File: src/rtl/i2c_pkg.sv
`timescale 1ns/1ps
// Shared types and default sizing for the I2C role arbiter.
package i2c_pkg;

    localparam int BUS_FREE_CYCLES_DEF = 64;
    localparam int STUCK_CYCLES_DEF    = 65535;
    localparam int CNT_W_DEF           = 16;

    typedef enum logic [2:0] {
        IDLE      = 3'd0,
        WAIT_FREE = 3'd1,
        MASTER    = 3'd2,
        SLAVE_EXT = 3'd3,
        ARB_LOST  = 3'd4
    } arb_state_t;

    // States in which an active transfer should keep SCL toggling
    function automatic logic scl_watched(input arb_state_t s);
        return (s == MASTER) || (s == SLAVE_EXT) || (s == ARB_LOST);
    endfunction

endpackage

File: src/rtl/i2c_idle_counter.sv
`timescale 1ns/1ps
// Saturating up-counter; done flags the counting cycle that sits on the terminal value.
module i2c_idle_counter #(
    parameter int CNT_W = 16
) (
    input  logic             clk,
    input  logic             n_rst,
    input  logic             count_en,
    input  logic             clear,
    input  logic [CNT_W-1:0] terminal,
    output logic             done
);

    logic [CNT_W-1:0] cnt_q;
    logic [CNT_W-1:0] cnt_d;

    // Next count: clear wins, otherwise count up and hold at all-ones
    always_comb begin
        cnt_d = cnt_q;
        if (clear) begin
            cnt_d = '0;
        end else if (count_en && (cnt_q != {CNT_W{1'b1}})) begin
            cnt_d = cnt_q + CNT_W'(1);
        end else begin
            cnt_d = cnt_q;
        end
    end

    // Count register
    always_ff @(posedge clk or negedge n_rst) begin
        if (!n_rst) begin
            cnt_q <= '0;
        end else begin
            cnt_q <= cnt_d;
        end
    end

    assign done = count_en && (cnt_q == terminal);

endmodule

File: src/rtl/i2c_role_arbiter.sv
`timescale 1ns/1ps
// Chooses whether the local master or local slave owns the shared I2C datapath,
// tracking bus free time, arbitration loss and SCL-stuck-low timeout.
module i2c_role_arbiter
    import i2c_pkg::*;
#(
    parameter int BUS_FREE_CYCLES = BUS_FREE_CYCLES_DEF,
    parameter int STUCK_CYCLES    = STUCK_CYCLES_DEF,
    parameter int CNT_W           = CNT_W_DEF
) (
    input  logic clk,
    input  logic n_rst,
    input  logic start_det,
    input  logic stop_det,
    input  logic SCL_sync,
    input  logic SDA_sync,
    input  logic scl_rise,
    input  logic master_req,
    input  logic master_sda_rel,
    input  logic master_done,
    input  logic arb_lost_clr,
    output logic master_grant,
    output logic slave_grant,
    output logic bus_free,
    output logic arb_lost,
    output logic timeout
);

    localparam logic [CNT_W-1:0] FREE_TERM  = CNT_W'(BUS_FREE_CYCLES - 1);
    localparam logic [CNT_W-1:0] STUCK_TERM = CNT_W'(STUCK_CYCLES - 1);

    arb_state_t state_q, state_d;
    logic       free_en_s, free_done_s;
    logic       stuck_en_s, stuck_done_s;
    logic       arb_cond_s, arb_set_s;
    logic       master_grant_q, slave_grant_q, bus_free_q, arb_lost_q, timeout_q;
    logic       arb_lost_d;

    assign free_en_s  = (state_q == WAIT_FREE) && SCL_sync && SDA_sync;
    assign stuck_en_s = scl_watched(state_q) && !SCL_sync;
    assign arb_cond_s = scl_rise && master_sda_rel && !SDA_sync;
    assign arb_set_s  = (state_q == ARB_LOST);

    i2c_idle_counter #(.CNT_W(CNT_W)) u_free_cnt (
        .clk      (clk),
        .n_rst    (n_rst),
        .count_en (free_en_s),
        .clear    (!free_en_s),
        .terminal (FREE_TERM),
        .done     (free_done_s)
    );

    // Leaving the watched states also clears this counter because count_en drops
    i2c_idle_counter #(.CNT_W(CNT_W)) u_stuck_cnt (
        .clk      (clk),
        .n_rst    (n_rst),
        .count_en (stuck_en_s),
        .clear    (!stuck_en_s || stuck_done_s),
        .terminal (STUCK_TERM),
        .done     (stuck_done_s)
    );

    // Next-state logic, priority timeout > stop > arbitration loss > start > request
    always_comb begin
        state_d = state_q;
        case (state_q)
            WAIT_FREE: begin
                if (start_det)        state_d = SLAVE_EXT;
                else if (free_done_s) state_d = IDLE;
                else                  state_d = WAIT_FREE;
            end
            IDLE: begin
                if (start_det)       state_d = SLAVE_EXT;
                else if (master_req) state_d = MASTER;
                else                 state_d = IDLE;
            end
            MASTER: begin
                if (stuck_done_s)                  state_d = WAIT_FREE;
                else if (stop_det || master_done)  state_d = WAIT_FREE;
                else if (arb_cond_s)               state_d = ARB_LOST;
                else                               state_d = MASTER;
            end
            ARB_LOST: begin
                if (stuck_done_s || stop_det) state_d = WAIT_FREE;
                else                          state_d = SLAVE_EXT;
            end
            SLAVE_EXT: begin
                if (stuck_done_s || stop_det) state_d = WAIT_FREE;
                else                          state_d = SLAVE_EXT;
            end
            default: state_d = WAIT_FREE;
        endcase
    end

    // Sticky arbitration-loss flag, set-dominant over the clear pulse
    always_comb begin
        if (arb_set_s) begin
            arb_lost_d = 1'b1;
        end else if (arb_lost_clr) begin
            arb_lost_d = 1'b0;
        end else begin
            arb_lost_d = arb_lost_q;
        end
    end

    // State and output registers; grants are decoded from the next state so they track state_q
    always_ff @(posedge clk or negedge n_rst) begin
        if (!n_rst) begin
            state_q        <= WAIT_FREE;
            master_grant_q <= 1'b0;
            slave_grant_q  <= 1'b1;
            bus_free_q     <= 1'b0;
            arb_lost_q     <= 1'b0;
            timeout_q      <= 1'b0;
        end else begin
            state_q        <= state_d;
            master_grant_q <= (state_d == MASTER);
            slave_grant_q  <= (state_d != MASTER);
            bus_free_q     <= (state_d == IDLE);
            arb_lost_q     <= arb_lost_d;
            timeout_q      <= stuck_done_s;
        end
    end

    assign master_grant = master_grant_q;
    assign slave_grant  = slave_grant_q;
    assign bus_free     = bus_free_q;
    assign arb_lost     = arb_lost_q;
    assign timeout      = timeout_q;

endmodule
File: config.mk
export PLATFORM = sky130hd
export DESIGN_NAME = i2c_role_arbiter
export DESIGN_NICKNAME = d
export VERILOG_FILES = /design/src/rtl/i2c_pkg.sv /design/src/rtl/i2c_idle_counter.sv /design/src/rtl/i2c_role_arbiter.sv
export SDC_FILE = /design/constraint.sdc
export NUM_CORES = 1
export LEC_CHECK = 0
export ABC_CLOCK_PERIOD_IN_PS = 2900
export BUFFER_PORTS_ARGS = -buffer_cell sky130_fd_sc_hd__buf_4
export CORE_MARGIN = 8
export CORE_UTILIZATION = 60
export CTS_CLUSTER_SIZE = 16
export DETAILED_ROUTE_END_ITERATION = 6
export GPL_ROUTABILITY_DRIVEN = 0
export PLACE_DENSITY_LB_ADDON = 0.08
export SYNTH_ARGS = -nofsm -noshare
export SYNTH_HDL_FRONTEND = slang
export SYNTH_SLANG_ARGS = --single-unit
File: constraint.sdc
create_clock -name clk -period 2.9 [get_ports clk]
set_clock_uncertainty 0.15 [all_clocks]
set_input_delay 0 -clock clk [delete_from_list [all_inputs] [get_ports clk]]
set_output_delay 0 -clock clk [all_outputs]
set_load 0.02 [all_outputs]
After elaboration in Yosys (flattened, before gate mapping)
Cells that the tools add are included.
{"block": "word_totals", "ff_bits": 40, "inputBits": 11, "output_inout_bits": 5, "wordCells": 58}
{"block": "classes", "n_addsub": 2, "eq_ne": 11, "mux": 15, "n_reduce_logical": 22}
{"op": "2-to-1 mux 16 bit", "count": 4}
{"op": "adder 16 x 1 -> 16 bit, second input constant", "count": 2}
{"op": "!= test 16 bit, second input constant", "count": 2}
{"op": "== test 16 bit, second input constant", "count": 1}
{"op": "== test 16 x 6 -> 1 bit, second input constant", "count": 1}
{"op": "one-hot mux 3 bit (4 select lines)", "count": 1}
{"op": "== test 3 x 2 -> 1 bit, second input constant", "count": 3}
{"op": "logical AND 1 bit", "count": 9}
{"op": "2-to-1 mux 3 bit", "count": 3}
{"op": "2-to-1 mux 2 bit", "count": 4}
{"op": "logical NOT 3 bit", "count": 2}
{"op": "logical OR 1 bit", "count": 5}
{"op": "nonzero test 2 bit", "count": 2}
{"op": "== test 3 x 1 -> 1 bit, second input constant", "count": 1}
{"op": "== test 3 bit, second input constant", "count": 1}
{"op": "logical NOT 1 bit", "count": 3}
{"op": "2-to-1 mux 1 bit", "count": 3}
{"op": "!= test 3 x 2 -> 1 bit, second input constant", "count": 1}
{"op": "!= test 2 bit, second input constant", "count": 1}
{"op": "OR reduction 2 bit", "count": 1}

Depth between registers and ports, before layout
Gate-level depths: netlist (run 1).
{"block": "logic_depth", "word_depth": 9, "depth_mapped": 8, "mapped_depth_nobuf": 7}

Cells and area by module
A second synthesis (run 1) with hierarchy kept.
{"block": "hier_totals", "hier_cells": 262, "hier_area_um2": 2514.9}
{"mod": "i2c_idle_counter", "n_inst": 2, "cells_per_inst": 112, "area_per_inst_um2": 1067.3}
{"mod": "i2c_role_arbiter", "n_inst": 1, "cells_per_inst": 38, "area_per_inst_um2": 380.4}

Least setup slack after synthesis (run 1)
Ideal clock, no wire load.
{"block": "synth_path", "path_type": "reg2reg", "startpoint": "register u_stuck_cnt.cnt_q[2]", "endpoint": "register u_stuck_cnt.cnt_q[9]", "setup_time_ns": 0.077, "t_arrival_ns": 1.567, "required_time_ns": 2.673, "slack_ns": 1.105, "path_stages_with_launch": 5, "period_less_slack_ns": 1.795, "cell_sequence": "dfrtp_1 > nand4_1 > or4_4 > or3_1 > a21oi_1"}
{"block": "synth_between", "elab_chain_len": 4, "elab_cells_between_ends": 9, "cone_classes": "add/sub: 1; eq/ne: 2; mux: 2; reduce/logical: 4"}
{"element": "start: declaration", "line_no": "i2c_idle_counter.sv:14", "rtl": "logic [CNT_W-1:0] cnt_q;"}
{"element": "start signal: assignment", "line_no": "i2c_idle_counter.sv:34", "rtl": "cnt_q <= cnt_d;"}
{"element": "parallel branches: the longest is 4 deep, another holds adder 16 x 1 -> 16 bit"}
Parallel ways; which one is timed is not known. The select of a mux whose other input is x is not followed.
A chain may end at the register's enable or synchronous reset.

Worst setup path after layout (run 1)
{"block": "layout_path", "startpoint": "register u_stuck_cnt.cnt_q[0]", "endpoint": "register master_grant_q (netlist: master_grant)"}
{"block": "layout_between", "elab_chain_len": 6, "elab_cells_between_ends": 7, "cone_classes": "eq/ne: 2; mux: 3; reduce/logical: 2"}
{"element": "== test 16 bit *", "line_no": "i2c_idle_counter.sv:38", "rtl": "assign done = count_en && (cnt_q == terminal);"}
{"element": "logical AND 1 bit *", "line_no": "i2c_idle_counter.sv:38"}
{"element": "via stuck_done_s", "line_no": "i2c_role_arbiter.sv:34", "rtl": "logic stuck_en_s, stuck_done_s;"}
{"element": "logical OR 1 bit", "line_no": "i2c_role_arbiter.sv:84, i2c_role_arbiter.sv:88"}
{"element": "2-to-1 mux 2 bit", "line_no": "i2c_role_arbiter.sv:84, i2c_role_arbiter.sv:88"}
{"element": "one-hot mux 3 bit (4 select lines) *", "line_no": "i2c_role_arbiter.sv:66", "rtl": "case (state_q)"}
{"element": "via state_d[1]", "line_no": "i2c_role_arbiter.sv:32", "rtl": "arb_state_t state_q, state_d;"}
{"element": "== test 3 x 2 -> 1 bit *", "line_no": "i2c_role_arbiter.sv:117", "rtl": "master_grant_q <= (state_d == MASTER);"}
{"element": "end signal: assignment", "line_no": "i2c_role_arbiter.sv:117"}
{"element": "end: declaration", "line_no": "i2c_role_arbiter.sv:36", "rtl": "logic master_grant_q, slave_grant_q, bus_free_q, arb_lost_q, timeout_q;"}
The timed path passes the listed nets; every way through them passes the cells marked *.

==> results of run 1 <==
kinds of logic after synthesis:
logic type	after synthesis	synth area share
compound gates	29	0.08675
xor+xnor	19	0.08012
fa+ha+maj	3	0.01807
buf+inv	13	0.03072
flops	40	0.4831
mux	2	0.009639
simple gates	116	0.2916
registers in the layout (all words and copies together), names as in the netlist:
register / count
timeout: 1
arb_lost: 1
bus_free: 1
state_q: 3
slave_grant: 1
u_free_cnt.cnt_q: 16
u_stuck_cnt.cnt_q: 16
master_grant: 1
Yosys cell counts, types with 3 or more instances:
library cell and number:
nor2b_1 3, ha_1 3, a21oi_1 7, xor2_1 6, o21ai_0 8, a31oi_1 4, nor3_1 12, a211oi_1 3
inv_1 8, dfrtp_1 38, nand3_1 11, nand2b_1 3, nor2_1 37, a41oi_1 3, xnor2_1 13, and3_1 5
nand2_1 12, nor4_1 8, nand4_1 11
per-stage QoR:
stage	utilization	instance area (µm²)	power [mW]
global route	0.7203	2404	1.091
CTS	0.7203	2404	1.063
floorplan	-	2077	0.6147
global placement	0.6678	2228	0.6386
finish	0.7203	2404	1.051
detailed placement	0.6678	2228	0.6423
final timing paths:
| kind | startpoint | to | slack (ns) | cells after the start |
|---|---|---|---|---|
| worst max-delay path | u_stuck_cnt.cnt_q[0] | master_grant | 0.33 | 8 |
| worst min-delay path | n_rst | u_stuck_cnt.cnt_q[2] | -0.003 | 2 |
| worst max register to register | u_stuck_cnt.cnt_q[0] | master_grant | 0.33 | 8 |
| worst min register to register | arb_lost | arb_lost | 0.42 | 2 |
| max in group asynchronous | n_rst | state_q[0] | 2.24 | 2 |
| min in group clk | SDA_sync | state_q[0] | 0.12 | 5 |
power by group:
group          switching [mW]  total [mW]  internal, mW
Sequential            0.00917       0.572         0.563
Combinational          0.0398      0.0697        0.0299
Clock                   0.180       0.409         0.229
Total                   0.229        1.05         0.822
routing by layer:
metal,GRT usage,vias up
met5,0,-
met4,0.07826,0
met3,0.03329,6
met2,0.2860,35
met1,0.2264,873
li1,-,849
timing repair:
item / CTS / global route
setup buffers: 0 / 0
endpoints found under the hold margin: 48 / 0
hold buffers: 8 / 0
gates resized for setup: 0 / 0
layout by cell type (no fill, tap or decap), types with 5 or more instances in the layout:
cell	count
nor4_1	8
xor2_1	6
clkbuf_4	5
a21oi_1	7
nor3_1	12
buf_4	17
nand3_1	11
nand2_1	12
xnor2_1	13
dfrtp_1	38
nand4_1	11
nor2_1	37
o21ai_0	8
and3_1	5
inv_1	8
dlygate4sd3_1	8
cell type report:
cell class | instances | area share
inverters | 8 | 0.01249
well taps | 46 | 0.02395
repair buffers | 25 | 0.08641
clock buffers | 7 | 0.02707
clock inverters | 1 | 0.01249
multi-input cells | 169 | 0.4201
flip-flops and latches | 40 | 0.4175
==> flow_summary_export.csv, run 1 <==
group,metric,value,unit
run_status,status,"finished, violations left",
run_status,violations,"hold timing",
timing,whs,-0.002920,ns
timing,worst_pin_slew,0.6020,ns
yosys,synthesis.area,0.002077,mm²
routing,drt_first_pass_iters,4,
power_and_ir_drop,p_leak,0.9778,nW
routing,routed_wl,4374,µm
routing,num_vias,1763,
timing,rsz0062_at_grt,"false",
setup_path,crit_chain,"inv_1 -> ha_1 -> nand3_1 -> nor4_1 -> and2_1 -> o31ai_1 -> dlygate4sd3_1 -> nor2b_1",
grt,grt_overflow,0,
timing,relSlewSlack,0.5986,
layout,synthToLayoutAreaGrowth,15.72,%
place,dp_hpwl,2945,µm
routing,wl_met1,1935,µm
yosys,synth-edff-count,0,
layout,layout-drive-gt1-share,0.1280,
yosys,synth_area_leaders,"dfrtp_1 46%, nor2_1 6.7%, xnor2_1 5.5%, nand4_1 3.3%, nor3_1 2.9%",
yosys,syn-num-nets,236,
routing,wl_met3,178,µm
clock_tree,cts_tree,"built",
floorplanning,initial_core_util,0.6224,
yosys,ys.flop_type,"dfrtp_1",
timing,setup_viol,0,
place,post-place-cells,280,
routing,route.met2.wl,2206,µm
clock_tree,insertion_delay,0.35,ns
floorplanning,die_area,0.005600,mm²
clock_tree,cts_max_level,2,
clock_tree,clkSinkCount,40,
floorplanning,core_area,0.003337,mm²
routing,highest_layer,"met4",
yosys,yosysTopAreaCellShare,0.4578,
setup_path,critical_path_arrival,2.65,ns
grt,grt_max_degree,41,
routing,ant_nets,0,
grt,track_usage,0.1779,
layout,multiInputGateArea,0.001010,mm²
timing,finalCritPeriodShare,0.8853,
floorplanning,die_w,74.84,µm
routing,drc,0,
setup_path,critPathBufInv,2,
timing,fmax,0.3895,GHz
floorplanning,die-height,74.84,µm
yosys,netlist_instances,222,
routing,vias_per_cell,5.956,
setup_path,crit_fanout,5,
yosys,yosysTopAreaCell,"dfrtp_1",
run,cap_violations,0,
clock_tree,clk_pin_slew,0.12,ns
place,io_buffer_count,15,
layout,regArea,0.001003,mm²
yosys,syn_avg_cell_area,9.356,µm²
routing,wl_per_cell,14.78,µm
setup_path,cp-start-kind,"register",
yosys,async_flop_share,1.000,
power_and_ir_drop,p_per_area,437.1,mW/mm²
grt,grt_pass1_wl,7831,µm
clock_tree,cts_inserted_buffers,5,
setup_path,cpMaxStageDelayCell,"dlygate4sd3_1",
grt,antenna_found_initial,0,
power_and_ir_drop,vdd_drop_max,0.2161,mV
routing,drt_iter0_markers,118,
layout,fillCellCount,251,
yosys,yosys_warnings,0,
timing,setup_slack,0.3328,ns
yosys,seq_area_frac_synth,0.4831,
place,preCtsSetupSlack,0.7722,ns
worst_hold_path,min_path_type,"input pin to asynchronous set/reset pin",
setup_path,crit_type,"register to register",
timing,fin_tns_setup,0,ns
setup_path,cp_top_family,"simple AND/OR/NAND/NOR gates",
layout,nets,263,
layout,finalNonFillerCells,296,
timing,final-hold-violation-count,5,
timing,fin_crit,2.567,ns
setup_path,critPathMaxStageDelay,0.62,ns
setup_path,cp.required,2.98,ns
yosys,yosysUniqueCellTypes,40,
setup_path,cp-end-kind,"register",
layout,diodes,0,
grt,grt_pass1_vias,1687,
clock_tree,cts_root_buffer,"clkbuf_4",
floorplanning,ios,16,
clock_tree,cts_buffer_depth,2,
timing,finalMaxSlewViolations,0,
yosys,yosys_register_bits,40,
floorplanning,row_count,21,
Power figures use the tool's default switching activity.
==> inputs of run 2 (changes only) <==
--- a/config.mk
+++ b/config.mk
@@ -12,7 +12,8 @@
 export CTS_CLUSTER_SIZE = 16
 export DETAILED_ROUTE_END_ITERATION = 6
 export GPL_ROUTABILITY_DRIVEN = 0
-export PLACE_DENSITY_LB_ADDON = 0.08
+export MAX_ROUTING_LAYER = met4
+export PLACE_DENSITY = 0.89
 export SYNTH_ARGS = -nofsm -noshare
 export SYNTH_HDL_FRONTEND = slang
 export SYNTH_SLANG_ARGS = --single-unit
==> run 2 against run 1 <==
- the run now ends clean
- core utilization is essentially flat
- clock-buffer cell count shrank 1
- final cell count grew 0.68%
- cell area is essentially flat
- sequential share of layout area is essentially flat
- total power shrank 4.3%
- die area is the same
- via count grew 2.3%
- register-to-register slack lost 0.14 ns
- critical path depth shrank 2
- worst hold slack gained 0.10 ns
==> flow_summary_export.csv, run 2 (synthesis gave the netlist of run 1 again) <==
group,metric,value,unit
floorplanning,row_count,21,
run,cap_violations,0,
routing,drc,0,
power_and_ir_drop,p_per_area,417.9,mW/mm²
setup_path,cp-start-kind,"register",
layout,synthToLayoutAreaGrowth,15.78,%
place,dpl-instance-area,0.002228,mm²
setup_path,critical_path_arrival,2.84,ns
routing,num_vias,1804,
setup_path,crit_chain,"or3b_2 -> a21oi_1 -> and2_1 -> o31ai_1 -> dlygate4sd3_1 -> nor2_1",
clock_tree,cts_max_level,2,
layout,mostFrequentLayoutCells,"38 x dfrtp_1, 37 x nor2_1, 17 x buf_4",
floorplanning,core_area,0.003337,mm²
layout,layout-drive-gt1-share,0.1230,
timing,worst_pin_slew,0.6033,ns
routing,route.met2.wl,2268,µm
place,dp_hpwl,2905,µm
routing,drt_first_pass_iters,4,
timing,whs,0.09735,ns
timing,relSlewSlack,0.5978,
grt,track_usage,0.1913,
grt,grt_pass1_wl,7941,µm
routing,wl_met1,1925,µm
setup_path,crit_fanout,6,
grt,grt_overflow,0,
grt,grt_pass1_vias,1698,
setup_path,r2r_slack,0.19,ns
layout,diodes,0,
timing,fmax,0.3694,GHz
timing,finalCritPeriodShare,0.9335,
clock_tree,cts_buffer_depth,2,
routing,highest_layer,"met4",
setup_path,crit_end,"bus_free",
setup_path,critPathLaunch,"state_q[1]",
timing,final-hold-violation-count,0,
floorplanning,die_area,0.005600,mm²
layout,nets,265,
setup_path,cp_top_family,"simple AND/OR/NAND/NOR gates",
routing,drt_iter0_markers,145,
grt,antenna_found_initial,0,
layout,final_common_cell,"dfrtp_1",
floorplanning,initial_core_util,0.6224,
worst_hold_path,min_path_type,"input pin to register",
setup_path,critPathMaxStageDelay,0.62,ns
setup_path,cp_num_cells,6,
timing,rsz0062_at_grt,"false",
setup_path,cp-end-kind,"register",
routing,vias_per_cell,6.054,
timing,fin_crit,2.707,ns
floorplanning,die_w,74.84,µm
routing,ant_nets,0,
timing,fin_tns_setup,0,ns
routing,wl_met3,303,µm
layout,reg.largest.list,"u_free_cnt.cnt_q x16, u_stuck_cnt.cnt_q x16, state_q x3",
setup_path,crit_type,"register to register",
setup_path,cp.required,3.03,ns
clock_tree,cts_tree,"built",
routing,routed_wl,4625,µm
setup_path,reg2reg_from,"state_q[1]",
timing,finalMaxSlewViolations,0,
clock_tree,clk_pin_slew,0.13,ns
setup_path,cpMaxStageDelayCell,"dlygate4sd3_1",
clock_tree,clkSinkCount,40,
floorplanning,ios,16,
timing,setup_viol,0,
setup_path,critPathBufInv,1,
clock_tree,cts_root_buffer,"clkbuf_4",
run_status,status,"complete, no violations",
setup_path,r2r-end,"bus_free",
routing,wl_per_cell,15.52,µm
clock_tree,insertion_delay,0.36,ns
place,io_buffer_count,15,
clock_tree,cts_inserted_buffers,5,
setup_path,r2r_cells,6,
power_and_ir_drop,vdd_drop_max,0.2923,mV
floorplanning,die-height,74.84,µm
layout,design_area,0.002405,mm²
power_and_ir_drop,p_leak,0.9769,nW
grt,grt_max_degree,35,
[run 2: changes by cell type in the layout (fill, tap and decap cells not counted)]
cell	before	now
dlygate4sd3_1	8	10
clkbuf_8	2	0
clkbuf_1	0	1
clkinv_2	0	1
[run 2: worst min-delay path by stage]
stage / startpoint / depth (start not counted) / to
detailed placement: n_rst / 1 / u_free_cnt.cnt_q[15]
CTS: SDA_sync / 5 / state_q[0]
floorplan: n_rst / 0 / arb_lost
global placement: n_rst / 1 / u_free_cnt.cnt_q[15]
finish: SDA_sync / 5 / state_q[0]
global route: SDA_sync / 5 / state_q[0]
[run 2: final cells by class]
type                            count  area [µm²]
Clock buffer                        6       41.29
Clock inverter                      2       35.03
Fill cell                         233       932.1
Inverter                            8       30.03
Multi-Input combinational cell    169        1010
Sequential cell                    40        1003
Tap cell                           46       57.56
Timing Repair Buffer               27       227.7
[run 2: repair_timing]
action / in CTS / in global routing
buffers inserted: 0 / 0
endpoints found under the hold margin: 48 / 0
hold buffers: 10 / 0
gates resized for setup: 0 / 0
[run 2: tightest hold or removal path, cell delays in order]
cell	delay (ns)
buf_4	0.11
nor4bb_1	0.15
a31oi_1	0.17
nor3_1	0.08
o21ai_0	0.07
[run 2: metrics by stage]
stage / setup WS, ns / total power, mW / util / std cells
final: 0.1929 / 1.005 / 0.7207 / 298
after global routing: 0.1086 / 1.049 / 0.7207 / 298
after CTS: 0.2782 / 1.003 / 0.7207 / 298
after detailed placement: 0.6975 / 0.6416 / 0.6678 / 280
after global placement: 0.7948 / 0.6398 / 0.6678 / 280
after floorplan: 1.105 / 0.6147 / - / 222
[run 2: power by group]
part,internal [mW],switching (mW)
combinational,0.0315,0.0415
clock,0.181,0.180
sequential,0.563,0.00823
[run 2: metal layers]
metal / up-vias / GRT usage
met1: 857 / 0.2277
met2: 74 / 0.2898
met4: 0 / 0.1000
li1: 859 / -
met5: - / -
met3: 14 / 0.05060
==> inputs of run 3 (changes only) <==
--- a/config.mk
+++ b/config.mk
@@ -7,13 +7,14 @@
 export LEC_CHECK = 0
 export ABC_CLOCK_PERIOD_IN_PS = 2900
 export BUFFER_PORTS_ARGS = -buffer_cell sky130_fd_sc_hd__buf_4
+export CORE_ASPECT_RATIO = 0.9
 export CORE_MARGIN = 8
-export CORE_UTILIZATION = 60
+export CORE_UTILIZATION = 50
 export CTS_CLUSTER_SIZE = 16
 export DETAILED_ROUTE_END_ITERATION = 6
 export GPL_ROUTABILITY_DRIVEN = 0
 export MAX_ROUTING_LAYER = met4
-export PLACE_DENSITY = 0.89
+export PLACE_DENSITY = 0.77
 export SYNTH_ARGS = -nofsm -noshare
 export SYNTH_HDL_FRONTEND = slang
 export SYNTH_SLANG_ARGS = --single-unit
==> constraint.sdc (replaced) <==
create_clock -name clk -period 2.9 [get_ports clk]
set_clock_uncertainty 0.15 [all_clocks]
set_input_delay 0.435 -clock clk [delete_from_list [all_inputs] [get_ports clk]]
set_output_delay 0.435 -clock clk [all_outputs]
set_load 0.02 [all_outputs]
==> run 3 against run 2 <==
- cell area decreased by 1.8%
- combinational power shrank 18%
- final cell count fell by 2.3%
- global-route usage shrank 6.4 points
- register-to-register slack improved by 0.63 ns
==> flow_summary_export.csv, run 3 (synthesis gave the netlist of run 1 again) <==
group,metric,value,unit
grt,track_usage,0.1277,
floorplanning,die_area,0.006475,mm²
setup_path,crit_fanout,16,
setup_path,cpMaxStageDelayCell,"nand2b_1",
floorplanning,core_area,0.004046,mm²
grt,grt_overflow,0,
timing,rsz0062_at_grt,"false",
setup_path,cp_num_cells,6,
timing,finalCritPeriodShare,0.7148,
layout,reg.largest.list,"u_free_cnt.cnt_q x16, u_stuck_cnt.cnt_q x16, state_q x3",
power_and_ir_drop,vdd_drop_max,0.3302,mV
clock_tree,cts_inserted_buffers,5,
routing,drt_iter0_markers,104,
timing,fin_tns_setup,0,ns
setup_path,r2r-end,"u_stuck_cnt.cnt_q[10]",
run,cap_violations,0,
routing,ant_nets,0,
clock_tree,cts_buffer_depth,2,
layout,final_common_cell,"dfrtp_1",
setup_path,crit_end,"u_stuck_cnt.cnt_q[10]",
clock_tree,cts_root_buffer,"clkbuf_8",
setup_path,critPathBufInv,1,
timing,relSlewSlack,0.5947,
timing,fmax,0.4824,GHz
routing,drt_first_pass_iters,4,
timing,worst_pin_slew,0.6080,ns
setup_path,cp.required,2.90,ns
setup_path,cp_top_family,"simple AND/OR/NAND/NOR gates",
clock_tree,cts_tree,"built",
layout,nets,256,
routing,vias_per_cell,5.680,
routing,drc,0,
grt,grt_pass1_wl,6796,µm
layout,finalNonFillerCells,291,
run_status,status,"complete, no violations",
layout,diodes,0,
setup_path,cp-end-kind,"register",
place,dp_hpwl,2810,µm
layout,synthToLayoutAreaGrowth,13.74,%
grt,antenna_found_initial,0,
timing,fin_crit,2.073,ns
grt,grt_max_degree,41,
routing,num_vias,1653,
setup_path,r2r_slack,0.83,ns
timing,setup_slack,0.8271,ns
place,post-place-cells,282,
power_and_ir_drop,p_leak,0.9553,nW
setup_path,crit_type,"register to register",
power_and_ir_drop,p_per_area,469.0,mW/mm²
routing,wl_per_cell,13.69,µm
layout,layout-drive-gt1-share,0.1317,
floorplanning,die-height,77.15,µm
setup_path,reg2reg_from,"u_stuck_cnt.cnt_q[0]",
routing,routed_wl,3985,µm
floorplanning,initial_core_util,0.5133,
floorplanning,ios,16,
layout,mostFrequentLayoutCells,"38 x dfrtp_1, 37 x nor2_1, 17 x buf_4",
clock_tree,post_cts_buffers,0,
clock_tree,clkSinkCount,40,
floorplanning,die_w,83.94,µm
clock_tree,post_cts_resized,0,
timing,setup_viol,0,
setup_path,crit_chain,"inv_1 -> ha_1 -> nand3_1 -> nor4_1 -> nand2b_1 -> nor2_1",
setup_path,critical_path_arrival,2.07,ns
setup_path,r2r_cells,6,
timing,final-hold-violation-count,0,
setup_path,critPathLaunch,"u_stuck_cnt.cnt_q[0]",
layout,fin_util,0.5838,
worst_hold_path,min_path_type,"input pin to register",
grt,grt_pass1_vias,1487,
clock_tree,clk_pin_slew,0.08,ns
setup_path,cp-start-kind,"register",
place,io_buffer_count,15,
clock_tree,cts_max_level,2,
place,preCtsSetupSlack,0.8296,ns
floorplanning,row_count,22,
timing,whs,0.1911,ns
setup_path,critPathMaxStageDelay,0.56,ns
timing,finalMaxSlewViolations,0,
clock_tree,insertion_delay,0.29,ns
[run 3: cell types whose count changed in the layout (fill, tap and decap cells not counted), sizes merged]
cell,previous run,this run
dlygate4sd3,10,1
[run 3: worst min path at each step]
stage / startpoint / endpoint / slack [ns] / cells past startpoint
4_1_cts: arb_lost_clr / arb_lost / 0.19 / 2
2_1_floorplan: n_rst / arb_lost / -0.01 / 0
5_1_grt: arb_lost_clr / arb_lost / 0.21 / 2
6_report: arb_lost_clr / arb_lost / 0.19 / 2
3_3_place_gp: n_rst / u_free_cnt.cnt_q[15] / 0.29 / 1
3_5_place_dp: n_rst / u_free_cnt.cnt_q[15] / 0.29 / 1
[run 3: metrics by stage]
stage | power (mW) | instance area [µm²]
floorplan | 0.6147 | 2077
global placement | 0.6405 | 2231
detailed placement | 0.6415 | 2231
CTS | 1.122 | 2362
global route | 1.157 | 2362
finish | 1.108 | 2362
[run 3: routing by layer]
layer	wire, µm	GRT usage
met1	2023	0.1683
met2	1677	0.1781
met3	209	0.03168
met4	74	0.06207
met5	0	-
[run 3: timing repair]
action,4_1_cts,5_1_grt
hold buffers,1,0
hold endpoints to repair,38,0
setup endpoints to repair,0,0
[run 3: cell type report]
cell class | instances | area (µm²)
Multi-Input combinational cell | 169 | 1010
Inverter | 8 | 30.03
Clock buffer | 6 | 82.58
Tap cell | 48 | 60.06
Sequential cell | 40 | 1003
Fill cell | 335 | 1684
Clock inverter | 2 | 38.79
Timing Repair Buffer | 18 | 137.6
[run 3: power by group]
part	total (mW)	leakage [nW]	internal (mW)	switching (mW)
clock network	0.477	0.0614	0.281	0.196
registers	0.571	0.549	0.563	0.00794
logic	0.0597	0.345	0.0229	0.0369
total	1.11	0.955	0.867	0.241
